$ cat config.mk
export PLATFORM = sky130hd
export DESIGN_NAME = ahb_lite_master_flat
export DESIGN_NICKNAME = d
export VERILOG_FILES = /design/src/rtl/ahb_lite_master_pkg.sv /design/src/rtl/ahb_lite_master_if.sv /design/src/rtl/ahb_size_decode.sv /design/src/rtl/ahb_lite_master.sv /design/src/flat_wrapper.sv
export SDC_FILE = /design/constraint.sdc
export NUM_CORES = 1
export LEC_CHECK = 0
export ABC_AREA = 1
export CAP_MARGIN = 25
export CORE_MARGIN = 2
export CORE_UTILIZATION = 34
export CTS_CLUSTER_DIAMETER = 30
export CTS_CLUSTER_SIZE = 20
export DETAILED_ROUTE_END_ITERATION = 8
export GPL_ROUTABILITY_DRIVEN = 0
export GPL_TIMING_DRIVEN = 1
export PLACE_DENSITY = 0.72
export SLEW_MARGIN = 40
export SYNTH_ARGS = -nofsm -noshare
export SYNTH_HDL_FRONTEND = slang
export SYNTH_SLANG_ARGS = --single-unit
$ cat constraint.sdc
create_clock -name clk -period 1.8 [get_ports clk]
set_input_delay 0.18 -clock clk [delete_from_list [all_inputs] [get_ports clk]]
set_output_delay 0.18 -clock clk [all_outputs]
set_load 0.01 [all_outputs]
$ cat src/rtl/ahb_lite_master_pkg.sv
// Shared AHB-Lite encodings, FSM state type and latched-request record for the single-transfer master.
// The package is also usable by slave models that need the same encodings.
package ahb_lite_master_pkg;

   localparam logic [1:0] HTRANS_IDLE   = 2'b00;
   localparam logic [1:0] HTRANS_NONSEQ = 2'b10;

   localparam logic [2:0] HSIZE_BYTE = 3'd0;
   localparam logic [2:0] HSIZE_HALF = 3'd1;
   localparam logic [2:0] HSIZE_WORD = 3'd2;

   localparam logic [2:0] HBURST_SINGLE = 3'b000;

   localparam logic HRESP_OKAY  = 1'b0;
   localparam logic HRESP_ERROR = 1'b1;

   typedef enum logic [1:0] {
      S_IDLE = 2'b00,
      S_ADDR = 2'b01,
      S_DATA = 2'b10,
      S_RESP = 2'b11
   } state_t;

   typedef struct packed {
      logic [31:0] haddr;
      logic [2:0]  hsize;
      logic        hwrite;
      logic [31:0] wdata;
   } req_t;

   // Writes return zero; a failed read returns the configured error pattern.
   function automatic logic [31:0] read_result(input logic        hwrite,
                                               input logic        hresp,
                                               input logic [31:0] hrdata,
                                               input logic [31:0] err_rdata);
      if (hwrite)
         return 32'h0;
      if (hresp == HRESP_ERROR)
         return err_rdata;
      return hrdata;
   endfunction

endpackage

$ cat src/rtl/ahb_lite_master_if.sv
// CPU-side request/response signals plus the AHB-Lite bus, bundled for the master.
// The slave modport is the environment view: it drives the request and the AHB slave responses.
interface ahb_lite_master_if;

   logic [31:0] addr;
   logic [31:0] din;
   logic        wr;
   logic [3:0]  ben;
   logic        addr_ok;
   logic        data_ok;
   logic [31:0] dout;
   logic        bus_err;

   logic [31:0] HADDR;
   logic [1:0]  HTRANS;
   logic        HWRITE;
   logic [2:0]  HSIZE;
   logic [2:0]  HBURST;
   logic [3:0]  HPROT;
   logic [31:0] HWDATA;
   logic [31:0] HRDATA;
   logic        HREADY;
   logic        HRESP;

   modport master (
      input  addr, din, wr, ben,
      output addr_ok, data_ok, dout, bus_err,
      output HADDR, HTRANS, HWRITE, HSIZE, HBURST, HPROT, HWDATA,
      input  HRDATA, HREADY, HRESP
   );

   modport slave (
      output addr, din, wr, ben,
      input  addr_ok, data_ok, dout, bus_err,
      input  HADDR, HTRANS, HWRITE, HSIZE, HBURST, HPROT, HWDATA,
      output HRDATA, HREADY, HRESP
   );

endinterface

$ cat src/rtl/ahb_size_decode.sv
// Byte-enable to HSIZE / low address bits decode. Irregular enable patterns fall back to an
// aligned word access.
module ahb_size_decode
   import ahb_lite_master_pkg::*;
(
   input  logic [3:0] ben,
   output logic [2:0] hsize,
   output logic [1:0] addr_lo
);

   always_comb begin
      hsize   = HSIZE_WORD;
      addr_lo = 2'b00;
      case (ben)
         4'b0001: begin hsize = HSIZE_BYTE; addr_lo = 2'b00; end
         4'b0010: begin hsize = HSIZE_BYTE; addr_lo = 2'b01; end
         4'b0100: begin hsize = HSIZE_BYTE; addr_lo = 2'b10; end
         4'b1000: begin hsize = HSIZE_BYTE; addr_lo = 2'b11; end
         4'b0011: begin hsize = HSIZE_HALF; addr_lo = 2'b00; end
         4'b1100: begin hsize = HSIZE_HALF; addr_lo = 2'b10; end
         default: begin hsize = HSIZE_WORD; addr_lo = 2'b00; end
      endcase
   end

endmodule

$ cat src/rtl/ahb_lite_master.sv
// Single-outstanding AHB-Lite master: one SINGLE transfer per CPU request, completion reported
// with a one-cycle data_ok pulse. Transfers run to completion once started.
module ahb_lite_master
   import ahb_lite_master_pkg::*;
#(
   parameter logic [3:0]  HPROT_VAL = 4'b0011,
   parameter logic [31:0] ERR_RDATA = 32'h0
) (
   input  logic              clk,
   input  logic              rst,
   ahb_lite_master_if.master bus
);

   state_t      state;
   req_t        req_d;
   logic [2:0]  dec_size;
   logic [1:0]  dec_lo;
   logic [31:0] wdata_q;

   logic [1:0]  htrans_q;
   logic [31:0] haddr_q;
   logic        hwrite_q;
   logic [2:0]  hsize_q;
   logic [31:0] hwdata_q;
   logic        data_ok_q;
   logic [31:0] dout_q;
   logic        bus_err_q;

   ahb_size_decode u_size_decode (
      .ben     (bus.ben),
      .hsize   (dec_size),
      .addr_lo (dec_lo)
   );

   always_comb begin
      req_d.haddr  = {bus.addr[31:2], dec_lo};
      req_d.hsize  = dec_size;
      req_d.hwrite = bus.wr;
      req_d.wdata  = bus.din;
   end

   always_ff @(posedge clk or negedge rst) begin
      if (!rst) begin
         state     <= S_IDLE;
         htrans_q  <= HTRANS_IDLE;
         haddr_q   <= '0;
         hwrite_q  <= 1'b0;
         hsize_q   <= '0;
         hwdata_q  <= '0;
         wdata_q   <= '0;
         data_ok_q <= 1'b0;
         dout_q    <= '0;
         bus_err_q <= 1'b0;
      end else begin
         case (state)
            S_IDLE: begin
               if (bus.ben != 4'b0000) begin
                  haddr_q  <= req_d.haddr;
                  hsize_q  <= req_d.hsize;
                  hwrite_q <= req_d.hwrite;
                  wdata_q  <= req_d.wdata;
                  htrans_q <= HTRANS_NONSEQ;
                  state    <= S_ADDR;
               end
            end
            // Address phase is held unchanged until the slave accepts it.
            S_ADDR: begin
               if (bus.HREADY) begin
                  htrans_q <= HTRANS_IDLE;
                  hwdata_q <= wdata_q;
                  state    <= S_DATA;
               end
            end
            // An ERROR response's first (HREADY=0) cycle is just another wait state here.
            S_DATA: begin
               if (bus.HREADY) begin
                  data_ok_q <= 1'b1;
                  bus_err_q <= (bus.HRESP != HRESP_OKAY);
                  dout_q    <= read_result(hwrite_q, bus.HRESP, bus.HRDATA, ERR_RDATA);
                  state     <= S_RESP;
               end
            end
            S_RESP: begin
               data_ok_q <= 1'b0;
               bus_err_q <= 1'b0;
               dout_q    <= '0;
               state     <= S_IDLE;
            end
            default: state <= S_IDLE;
         endcase
      end
   end

   // Gated by rst so the CPU side sees "busy" for the whole reset window.
   assign bus.addr_ok = rst && (state == S_IDLE);
   assign bus.data_ok = data_ok_q;
   assign bus.dout    = dout_q;
   assign bus.bus_err = bus_err_q;

   assign bus.HADDR  = haddr_q;
   assign bus.HTRANS = htrans_q;
   assign bus.HWRITE = hwrite_q;
   assign bus.HSIZE  = hsize_q;
   assign bus.HBURST = HBURST_SINGLE;
   assign bus.HPROT  = HPROT_VAL;
   assign bus.HWDATA = hwdata_q;

endmodule

$ cat src/flat_wrapper.sv
// flat-port wrapper written by rule: the top's interface ports become plain ports
module ahb_lite_master_flat import ahb_lite_master_pkg::*;
#(
   parameter logic [3:0]  HPROT_VAL = 4'b0011,
   parameter logic [31:0] ERR_RDATA = 32'h0
)
  (clk, rst, bus_addr, bus_din, bus_wr, bus_ben, bus_addr_ok, bus_data_ok, bus_dout, bus_bus_err, bus_HADDR, bus_HTRANS, bus_HWRITE, bus_HSIZE, bus_HBURST, bus_HPROT, bus_HWDATA, bus_HRDATA, bus_HREADY, bus_HRESP);
  ahb_lite_master_if bus_i ();
  input  logic clk;
  input  logic rst;
  input wire logic [$bits(bus_i.addr)-1:0] bus_addr;
  input wire logic [$bits(bus_i.din)-1:0] bus_din;
  input wire logic [$bits(bus_i.wr)-1:0] bus_wr;
  input wire logic [$bits(bus_i.ben)-1:0] bus_ben;
  output wire logic [$bits(bus_i.addr_ok)-1:0] bus_addr_ok;
  output wire logic [$bits(bus_i.data_ok)-1:0] bus_data_ok;
  output wire logic [$bits(bus_i.dout)-1:0] bus_dout;
  output wire logic [$bits(bus_i.bus_err)-1:0] bus_bus_err;
  output wire logic [$bits(bus_i.HADDR)-1:0] bus_HADDR;
  output wire logic [$bits(bus_i.HTRANS)-1:0] bus_HTRANS;
  output wire logic [$bits(bus_i.HWRITE)-1:0] bus_HWRITE;
  output wire logic [$bits(bus_i.HSIZE)-1:0] bus_HSIZE;
  output wire logic [$bits(bus_i.HBURST)-1:0] bus_HBURST;
  output wire logic [$bits(bus_i.HPROT)-1:0] bus_HPROT;
  output wire logic [$bits(bus_i.HWDATA)-1:0] bus_HWDATA;
  input wire logic [$bits(bus_i.HRDATA)-1:0] bus_HRDATA;
  input wire logic [$bits(bus_i.HREADY)-1:0] bus_HREADY;
  input wire logic [$bits(bus_i.HRESP)-1:0] bus_HRESP;
  assign bus_i.addr = bus_addr;
  assign bus_i.din = bus_din;
  assign bus_i.wr = bus_wr;
  assign bus_i.ben = bus_ben;
  assign bus_addr_ok = bus_i.addr_ok;
  assign bus_data_ok = bus_i.data_ok;
  assign bus_dout = bus_i.dout;
  assign bus_bus_err = bus_i.bus_err;
  assign bus_HADDR = bus_i.HADDR;
  assign bus_HTRANS = bus_i.HTRANS;
  assign bus_HWRITE = bus_i.HWRITE;
  assign bus_HSIZE = bus_i.HSIZE;
  assign bus_HBURST = bus_i.HBURST;
  assign bus_HPROT = bus_i.HPROT;
  assign bus_HWDATA = bus_i.HWDATA;
  assign bus_i.HRDATA = bus_HRDATA;
  assign bus_i.HREADY = bus_HREADY;
  assign bus_i.HRESP = bus_HRESP;
  ahb_lite_master #(.HPROT_VAL(HPROT_VAL), .ERR_RDATA(ERR_RDATA)) u_core (.clk(clk), .rst(rst), .bus(bus_i));
endmodule
; After elaboration in Yosys (flattened, before gate mapping)
; Cells that the tools add are included.
[word_totals]
ff_bits = 138
out_inout_bits = 112
[op_classes]
n_mux = 26
eq_ne = 12
reduce_logical = 13
[op_table]
columns = cell, count
row1 = 32-bit 2-to-1 mux, 5
row2 = 32-bit case mux with 2 select lines, 1
row3 = 2-bit 2-to-1 mux, 5
row4 = 1-bit 2-to-1 mux, 9
row5 = "4-bit by 2-bit equality test with 1-bit output, second input constant", 2
row6 = "4-bit equality test, second input constant", 2
row7 = 2-bit case mux with 2 select lines, 2
row8 = 2-bit case mux with 4 select lines, 1
row9 = 2-bit case mux with 3 select lines, 1
row10 = 2-bit AND reduction, 3
row11 = 3-bit AND reduction, 2
row12 = "2-bit equality test, second input constant", 2
row13 = "4-bit by 1-bit equality test with 1-bit output, second input constant", 1
row14 = "4-bit by 3-bit equality test with 1-bit output, second input constant", 1
row15 = "2-bit inequality test, second input constant", 2
row16 = 1-bit case mux with 2 select lines, 2
row17 = 2-bit nonzero test, 2
row18 = 4-bit nonzero test, 1
row19 = 2-bit OR reduction, 2
row20 = 4-bit OR reduction, 1
row21 = "2-bit by 1-bit equality test with 1-bit output, second input constant", 1
row22 = 2-bit zero test, 1
row23 = "2-bit by 1-bit inequality test with 1-bit output, second input constant", 1
row24 = 1-bit logical AND, 1

; Longest topological paths before layout
; Gate-level depths: netlist (run 1).
[logic_depth]
word_depth = 10
mapped_depth = 8
depth_no_buf = 7

; Hierarchy
; From an unflattened synthesis (run 1), not the netlist that was laid out.
[hier_totals]
hier_cells = 658
area_unflattened_um2 = 5744.3
[modules_own_cells]
columns = mod, instances, area_each_um2, cells_per_inst, seq_area_each_um2
row1 = ahb_lite_master, 1, 5635.4, 630, 3428.3
row2 = ahb_size_decode, 1, 108.9, 28, 0.0

; Least setup slack after synthesis (run 1)
; Ideal clock, no wire load.
[synth_timing]
path_type = reg-to-reg
from = register u_core.state[0]
to = register u_core.dout_q[22] (netlist: u_core.bus.dout[22])
path_stages_with_launch = 9
arrival_time_ns = 1.305
setup_ns = 0.126
path_slack_ns = 0.369
n_path_buf = 1
cell_sequence = dfrtp_1 -> inv_1 -> ha_1 -> inv_1 -> nand2_1 -> nand2_1 -> nand2_1 -> clkbuf_2 -> o21ai_0
[synth_via]
elab_chain_len = 3
word_cells_on_any_way = 6
[synth_lines]
columns = item, line_no
row1 = start: declaration, ahb_lite_master.sv:14  ; state_t state;
row2 = start signal: assignment, ahb_lite_master.sv:44  ; state <= S_IDLE;
row3 = start signal: assignment, ahb_lite_master.sv:63  ; state <= S_ADDR;
row4 = start signal: assignment, ahb_lite_master.sv:71  ; state <= S_DATA;
row5 = 2-bit equality test (on tied branches), --
row6 = 2-bit inequality test (no source line) or 2-bit nonzero test (tied branches), --
row7 = 2-bit AND reduction (no source line), --
row8 = end signal: assignment, ahb_lite_master.sv:79  ; dout_q <= read_result(hwrite_q, bus.HRESP, bus.HRDATA, ERR_RDATA);
row9 = end: declaration, ahb_lite_master.sv:26  ; logic [31:0] dout_q;
; Several ways; a longest one is shown, not always the timed one.
; A chain may end at the register's enable or synchronous reset.

; Worst setup path after layout (run 1)
[layout_timing]
from = register u_core.state[1]
to = output port bus_addr_ok
[layout_via]
elab_chain_len = 2
[layout_lines]
columns = item, line_no
row1 = 2-bit zero test, ahb_lite_master.sv:95  ; assign bus.addr_ok = rst && (state == S_IDLE);
row2 = 1-bit logical AND, ahb_lite_master.sv:95
row3 = end: declaration, flat_wrapper.sv:15  ; output wire logic [$bits(bus_i.addr_ok)-1:0] bus_addr_ok;
; Every way passes these cells.

==> results.md, run 1 <==
- Fin util: 0.528
- Average wire per standard cell: between 10 and 15 µm
- Initial antenna violation count: 0
- Num CTS Buffers: 17
- Commonest non-fill, non-tap cells in the layout: 335 x nand2_1, 203 x clkdlybuf4s50_1, 136 x dfrtp_1, 42 x nand3_1, 39 x o21ai_0
- Crit Path Class: reg -> out
- Status: finished, final reports clean
- Power Density: roughly 1800 mW/mm²
- Clock Skew: approximately 0.0068 ns
- 1st-iter DRT viols: about 170
- M1 WL: roughly 6.2 mm
- Worst path slowest cell: dfrtp_1
- DR DRC count: 0
- FF/Latch Area: around 0.0034 mm²
- Max-Cap Viols: 0
- Avg Vias per Cell: ~4.5
- GR Overflow Total: 0
- Worst rel slew slack: 0.519
- Core Footprint: about 0.016 mm²
- Skew-Pair Late Insertion Delay: ~0.4 ns
- Crit path launch type: flop
- Worst path max stage delay: between 0.4 and 0.5 ns
- Fill count: 1422
- Clk pin slew, worst setup/hold paths: ~0.060 ns
- Synth cell types: 19
- Layout area overhead: 52.4%
- Leakage: between 4 and 5 nW
- Number of diodes: 0
- Hpwl dp: between 9 and 10 mm
- CTS tree: yes
- CP top delay family: buffers and inverters
- Worst Hold End: u_core.wdata_q[23]
- Vias in the first global route: approximately 4500
- DIE WIDTH: 131 µm
- Reg-to-Reg End: u_core.bus.dout[15]
- Worst r2r src: u_core.state[0]
- Via count: 4748
- First-pass GRT wire length: 22.5 mm
- Clock Tree Buf Depth: 2
- Peak VDD IR: between 800 and 900 µV
- Most common cell on crit path: inv_1
- Crit-path cells: inv_1, ha_2, nand2_1, inv_1, clkdlybuf4s15_1
- CP arrival: about 1.5 ns
- Full die area: around 0.017 mm²
- Setup bufs post-CTS: 0
- Cell count after synthesis: ~620
- Endpoints failing setup: 0
- Cells on worst reg2reg path: 6
- Fin. Hold Viols: 0
- Hold-critical path depth: 3
- Highest Signal Layer: met4
- Hold path startpoint: bus_din[23]
- Slew @ Worst Pin: 0.722 ns
- Hold/Removal Path Class: in -> reg
- Nets: 939
- Sequential area share after synthesis: 0.620
- Met2 wire len: ~6.6 mm
- Critical Path RT: ~1.6 ns
- Tightest hold margin: 0.300 ns
- Worst Path Buf+Inv: 3
- FF-to-FF setup slack: roughly 0.32 ns
- CP max FO: 4
- Row cnt: 46
- Area of the multi-input gates: about 0.0018 mm²
- Die H: roughly 130 µm
- Worst setup EP type: output port
- Largest net degree at the start of global routing: between 100 and 150
- Max Slew Vio Count: 0
- Post-route ant nets: 0
- Ratio of cells with drive above 1 in the final layout: 0.0642
- RSZ-0062 raised after global routing: no
- I/O pins: 217
- Max Fclk: roughly 580 MHz
- Sum Neg Setup Slack: 0 ns
- Root buf cell: clkbuf_16
- Total Routing Usage GR: 0.171
- DR pass1 iterations: 4
- Buffers on Ports: 205
- FF+latch count, synth: around 140
- Clock tree sinks: ~140
- Initial Utilization: 0.347
- Most common cell after layout, fill and taps aside: nand2_1
- Total Routed Length: between 10 and 15 mm
- Min cycle time layout: between 1.5 and 2 ns
- Syn avg cell area: about 8.8 µm²
- CTS H-tree lvls: 4
- Synth Cell Area: 0.00549 mm²
- Synth warn: 0
- Crit share post-route: 0.951
- Wire length on met3: approximately 1.6 mm
## registers in the layout (all words and copies together) (netlist names)
signal	count
u_core.bus.HADDR	32
u_core.bus.HSIZE	2
u_core.bus.HTRANS	1
u_core.bus.HWDATA	32
u_core.bus.HWRITE	1
u_core.bus.bus_err	1
u_core.bus.data_ok	1
u_core.bus.dout	32
u_core.state	2
u_core.wdata_q	32
## worst reg2reg max path: stages (launching register included)
cell,delay (ns)
dfrtp_1,0.42
inv_2,0.07
ha_1,0.24
nand2_1,0.09
buf_4,0.35
nand3_1,0.13
o21ai_0,0.10
## what timing repair did
item | CTS | global route
resized for setup | 2 | 2
hold buffers | 1 | 0
cloned | 0 | 0
setup endpoints to repair | 1 | 1
hold endpoints to repair | 136 | 0
## stage by stage
| stage | worst slack, ns | power (mW) | std cells | area (µm²) |
|---|---|---|---|---|
| after floorplan | 0.369 | 8.39 | 628 | 5510 |
| after global placement | 0.153 | 11.6 | 1025 | 7760 |
| after detailed placement | 0.106 | 11.8 | 1025 | 7760 |
| after CTS | 0.0206 | 15.3 | 1057 | 8360 |
| after global routing | 0.0149 | 16.2 | 1057 | 8360 |
| final | 0.0889 | 15.1 | 1057 | 8360 |
## cells by family (layout without fill, tap and decap cells)
family / after synthesis / after routing / synth area share
fa+ha+maj: 5 / 5 / 0.0114
compound gates: 40 / 40 / 0.0370
flops: 136 / 136 / 0.620
buf+inv: 54 / 267 / 0.0547
xor+xnor: 1 / 1 / 0.00160
other cells: 2 / 9 / 0.00137
simple gates: 383 / 383 / 0.273
## worst max-delay path by stage
stage	startpoint	end	slack [ns]	cells past startpoint
CTS	u_core.state[0]	bus_addr_ok	0.02	5
finish	u_core.state[1]	bus_addr_ok	0.09	5
global route	u_core.state[1]	bus_addr_ok	0.01	5
global placement	bus_ben[2]	u_core.bus.HSIZE[1]	0.15	7
detailed placement	bus_ben[2]	u_core.bus.HSIZE[1]	0.11	7
floorplan	u_core.state[0]	u_core.bus.dout[22]	0.37	8
## metal layers
metal,vias to the layer above,global-route usage
li1,2329,-
met1,2232,0.204
met2,174,0.276
met3,13,0.0729
met4,0,0.0676
met5,-,0
## cell type report
cell class,count,area share
well taps,216,0.0323
clock inverters,7,0.0111
repair buffers,223,0.268
flip-flops and latches,136,0.407
multi-input cells,438,0.217
clock buffers,24,0.0588
inverters,13,0.00584
## cell usage after synthesis, drive strengths merged
| master | number | share of area |
|---|---|---|
| inv | 13 | 0.0089 |
| conb | 2 | 0.0014 |
| o21ai | 39 | 0.036 |
| or2 | 1 | 0.0011 |
| clkbuf | 12 | 0.0084 |
| xor2 | 1 | 0.0016 |
| ha | 5 | 0.011 |
| nor2 | 4 | 0.0036 |
| o31ai | 1 | 0.0014 |
| nand3 | 42 | 0.038 |
| dfrtp | 136 | 0.62 |
| buf | 29 | 0.037 |
| nand2 | 336 | 0.23 |
## power by group
| group | leakage (nW) | internal [mW] | switching, mW |
|---|---|---|---|
| combinational | 2.05 | 3.12 | 3.20 |
| sequential | 1.73 | 4.53 | 0.773 |
| clock | 0.278 | 2.17 | 1.25 |
| total | 4.05 | 9.82 | 5.23 |
Note: power is estimated with default switching activity, not from simulation.
==> inputs of run 2 (changes only) <==
--- a/constraint.sdc
+++ b/constraint.sdc
@@ -3,2 +3,2 @@
 set_output_delay 0.18 -clock clk [all_outputs]
-set_load 0.01 [all_outputs]
+set_load 0.05 [all_outputs]
==> run 2 against run 1 <==
  * Critical path depth decreased by 4
  * Power grew 23%
  * Sequential share of layout area is 0.62 points lower
  * Combinational power rose by 53%
  * Cell count barely moved
  * Worst hold slack lost 0.088 ns
  * Critical endpoint is now bus_dout[5]
==> results.md, run 2 (synthesis results as in run 1) <==
- Status: finished, final reports clean
- DR pass1 iterations: 4
- First-pass GRT wire length: ~23 mm
- Worst rel slew slack: 0.637
- Total Routing Usage GR: 0.171
- Layout area overhead: 54.8%
- CP max FO: 2
- Skew-Pair Late Insertion Delay: a little over 0.4 ns
- Clk pin slew, worst setup/hold paths: 0.06 ns
- Die H: 131 µm
- Crit share post-route: 0.976
- Total Routed Length: 14.8 mm
- Core Footprint: about 0.016 mm²
- Crit path launch type: flop
- Vias in the first global route: around 4700
- Final non-filler cell total: roughly 1100
- Min cycle time layout: about 1.8 ns
- Sum Neg Setup Slack: 0 ns
- Slew @ Worst Pin: roughly 0.54 ns
- Buffers on Ports: ~210
- Peak VDD IR: ~1200 µV
- Max-Cap Viols: 0
- Tightest hold margin: approximately 0.21 ns
- Clock Tree Buf Depth: 2
- DR DRC count: 0
- Worst path max stage delay: about 0.81 ns
- Endpoints failing setup: 0
- DIE WIDTH: approximately 130 µm
- Cells on worst reg2reg path: 7
- RSZ-0062 raised after global routing: no
- Fin. Hold Viols: 0
- Clock Skew: roughly 0.0062 ns
- Full die area: 0.0172 mm²
- Worst setup EP type: output port
- Worst path slowest cell: clkdlybuf4s50_1
- Initial antenna violation count: 0
- Num CTS Buffers: 17
- Avg Vias per Cell: 4.46
- 1st-iter DRT viols: around 240
- I/O pins: ~220
- Setup bufs post-CTS: 0
- Worst r2r src: u_core.state[0]
- Leakage: around 4.5 nW
- Power Density: between 2000 and 2500 mW/mm²
- Crit Path Class: reg -> out
- Hpwl dp: approximately 10 mm
- Reg-to-Reg End: u_core.bus.dout[21]
- Row cnt: 46
- Post-route ant nets: 0
- Critical Path RT: about 1.6 ns
- Commonest non-fill, non-tap cells in the layout: 335 x nand2_1, 168 x clkdlybuf4s50_1, 136 x dfrtp_1, 42 x nand3_1, 39 x o21ai_0
- Nets: 940
- CTS tree: yes
- CTS H-tree lvls: 4
- Max Fclk: ~570 MHz
- Ratio of cells with drive above 1 in the final layout: 0.0736
- Placed cell count: about 1000
- Max Slew Vio Count: 0
- CP arrival: about 1.6 ns
- Clock tree sinks: 136
- Average wire per standard cell: 14.0 µm
- Crit-path cells: clkdlybuf4s50_1
- GR Overflow Total: 0
- Via count: between 4000 and 5000
- Root buf cell: clkbuf_16
- Number of diodes: 0
- FF-to-FF setup slack: around 0.27 ns
- Initial Utilization: 0.347
- CP top delay family: buffers and inverters
- Worst Path Buf+Inv: 1
- Largest net degree at the start of global routing: 75
- Most common cell after layout, fill and taps aside: nand2_1
- Hold/Removal Path Class: in -> async
## run 2: cell count changes in the layout (fill, tap and decap cells not counted), moves of 2 or more
cell,delta
dlygate4sd2_1,+6
buf_12,+2
inv_1,-2
clkinv_4,+2
dlymetal6s2s_1,+28
clkdlybuf4s50_1,-35
clkbuf_1,-3
inv_2,+2
## run 2: stage by stage
step	util	cell area [µm²]	power, mW	setup slack (ns)
floorplan	-	5510	11.7	0.368
global placement	0.492	7790	15.0	0.147
detailed placement	0.492	7790	15.1	0.110
CTS	0.531	8410	18.8	0.00323
global route	0.536	8490	19.7	0.000250
finish	0.536	8490	18.5	0.0432
## run 2: how the worst max path moves through the flow
stage | start | end | cells past startpoint
after floorplan | u_core.state[0] | u_core.bus.dout[22] | 8
after global placement | bus_ben[2] | u_core.bus.HSIZE[1] | 7
after detailed placement | bus_ben[3] | u_core.bus.HSIZE[1] | 7
after CTS | u_core.bus.HADDR[0] | bus_HADDR[0] | 1
after global routing | u_core.bus.HWDATA[21] | bus_HWDATA[21] | 1
final | u_core.bus.dout[5] | bus_dout[5] | 1
## run 2: report_power, final
| group | internal [mW] | switching [mW] |
|---|---|---|
| sequential | 4.53 | 0.754 |
| clock | 2.28 | 1.30 |
| combinational | 3.08 | 6.58 |
## run 2: what timing repair did
item                                    CTS  global route
endpoints found under the hold margin    41             0
hold buffers                              1             0
endpoints found under the setup margin    6            29
pin swaps                                 0             0
gates cloned                              0             0
resized for setup                         6            33
## run 2: per-layer routing
layer / global-route usage / vias to the layer above / part of all wire
met2: 0.275 / 168 / 0.46
met3: 0.0753 / 8 / 0.10
met4: 0.0375 / 0 / 0.0062
met1: 0.214 / 2214 / 0.43
met5: 0 / - / 0
li1: - / 2330 / -
## run 2: final cells by class
type / instances / area [µm²]
fillers: 1443 / 7340
flip-flops and latches: 136 / 3400
repair buffers: 224 / 2330
multi-input cells: 438 / 1820
clock buffers: 20 / 467
well taps: 216 / 270
clock inverters: 11 / 146
inverters: 13 / 48.8
## run 2: worst reg2reg max path, cell delays in order, from the launching register on
cell     delay [ns]
dfrtp_1        0.42
inv_2          0.12
ha_1           0.21
inv_1          0.05
nand2_1        0.07
buf_4          0.33
nand3_1        0.13
o21ai_0        0.11
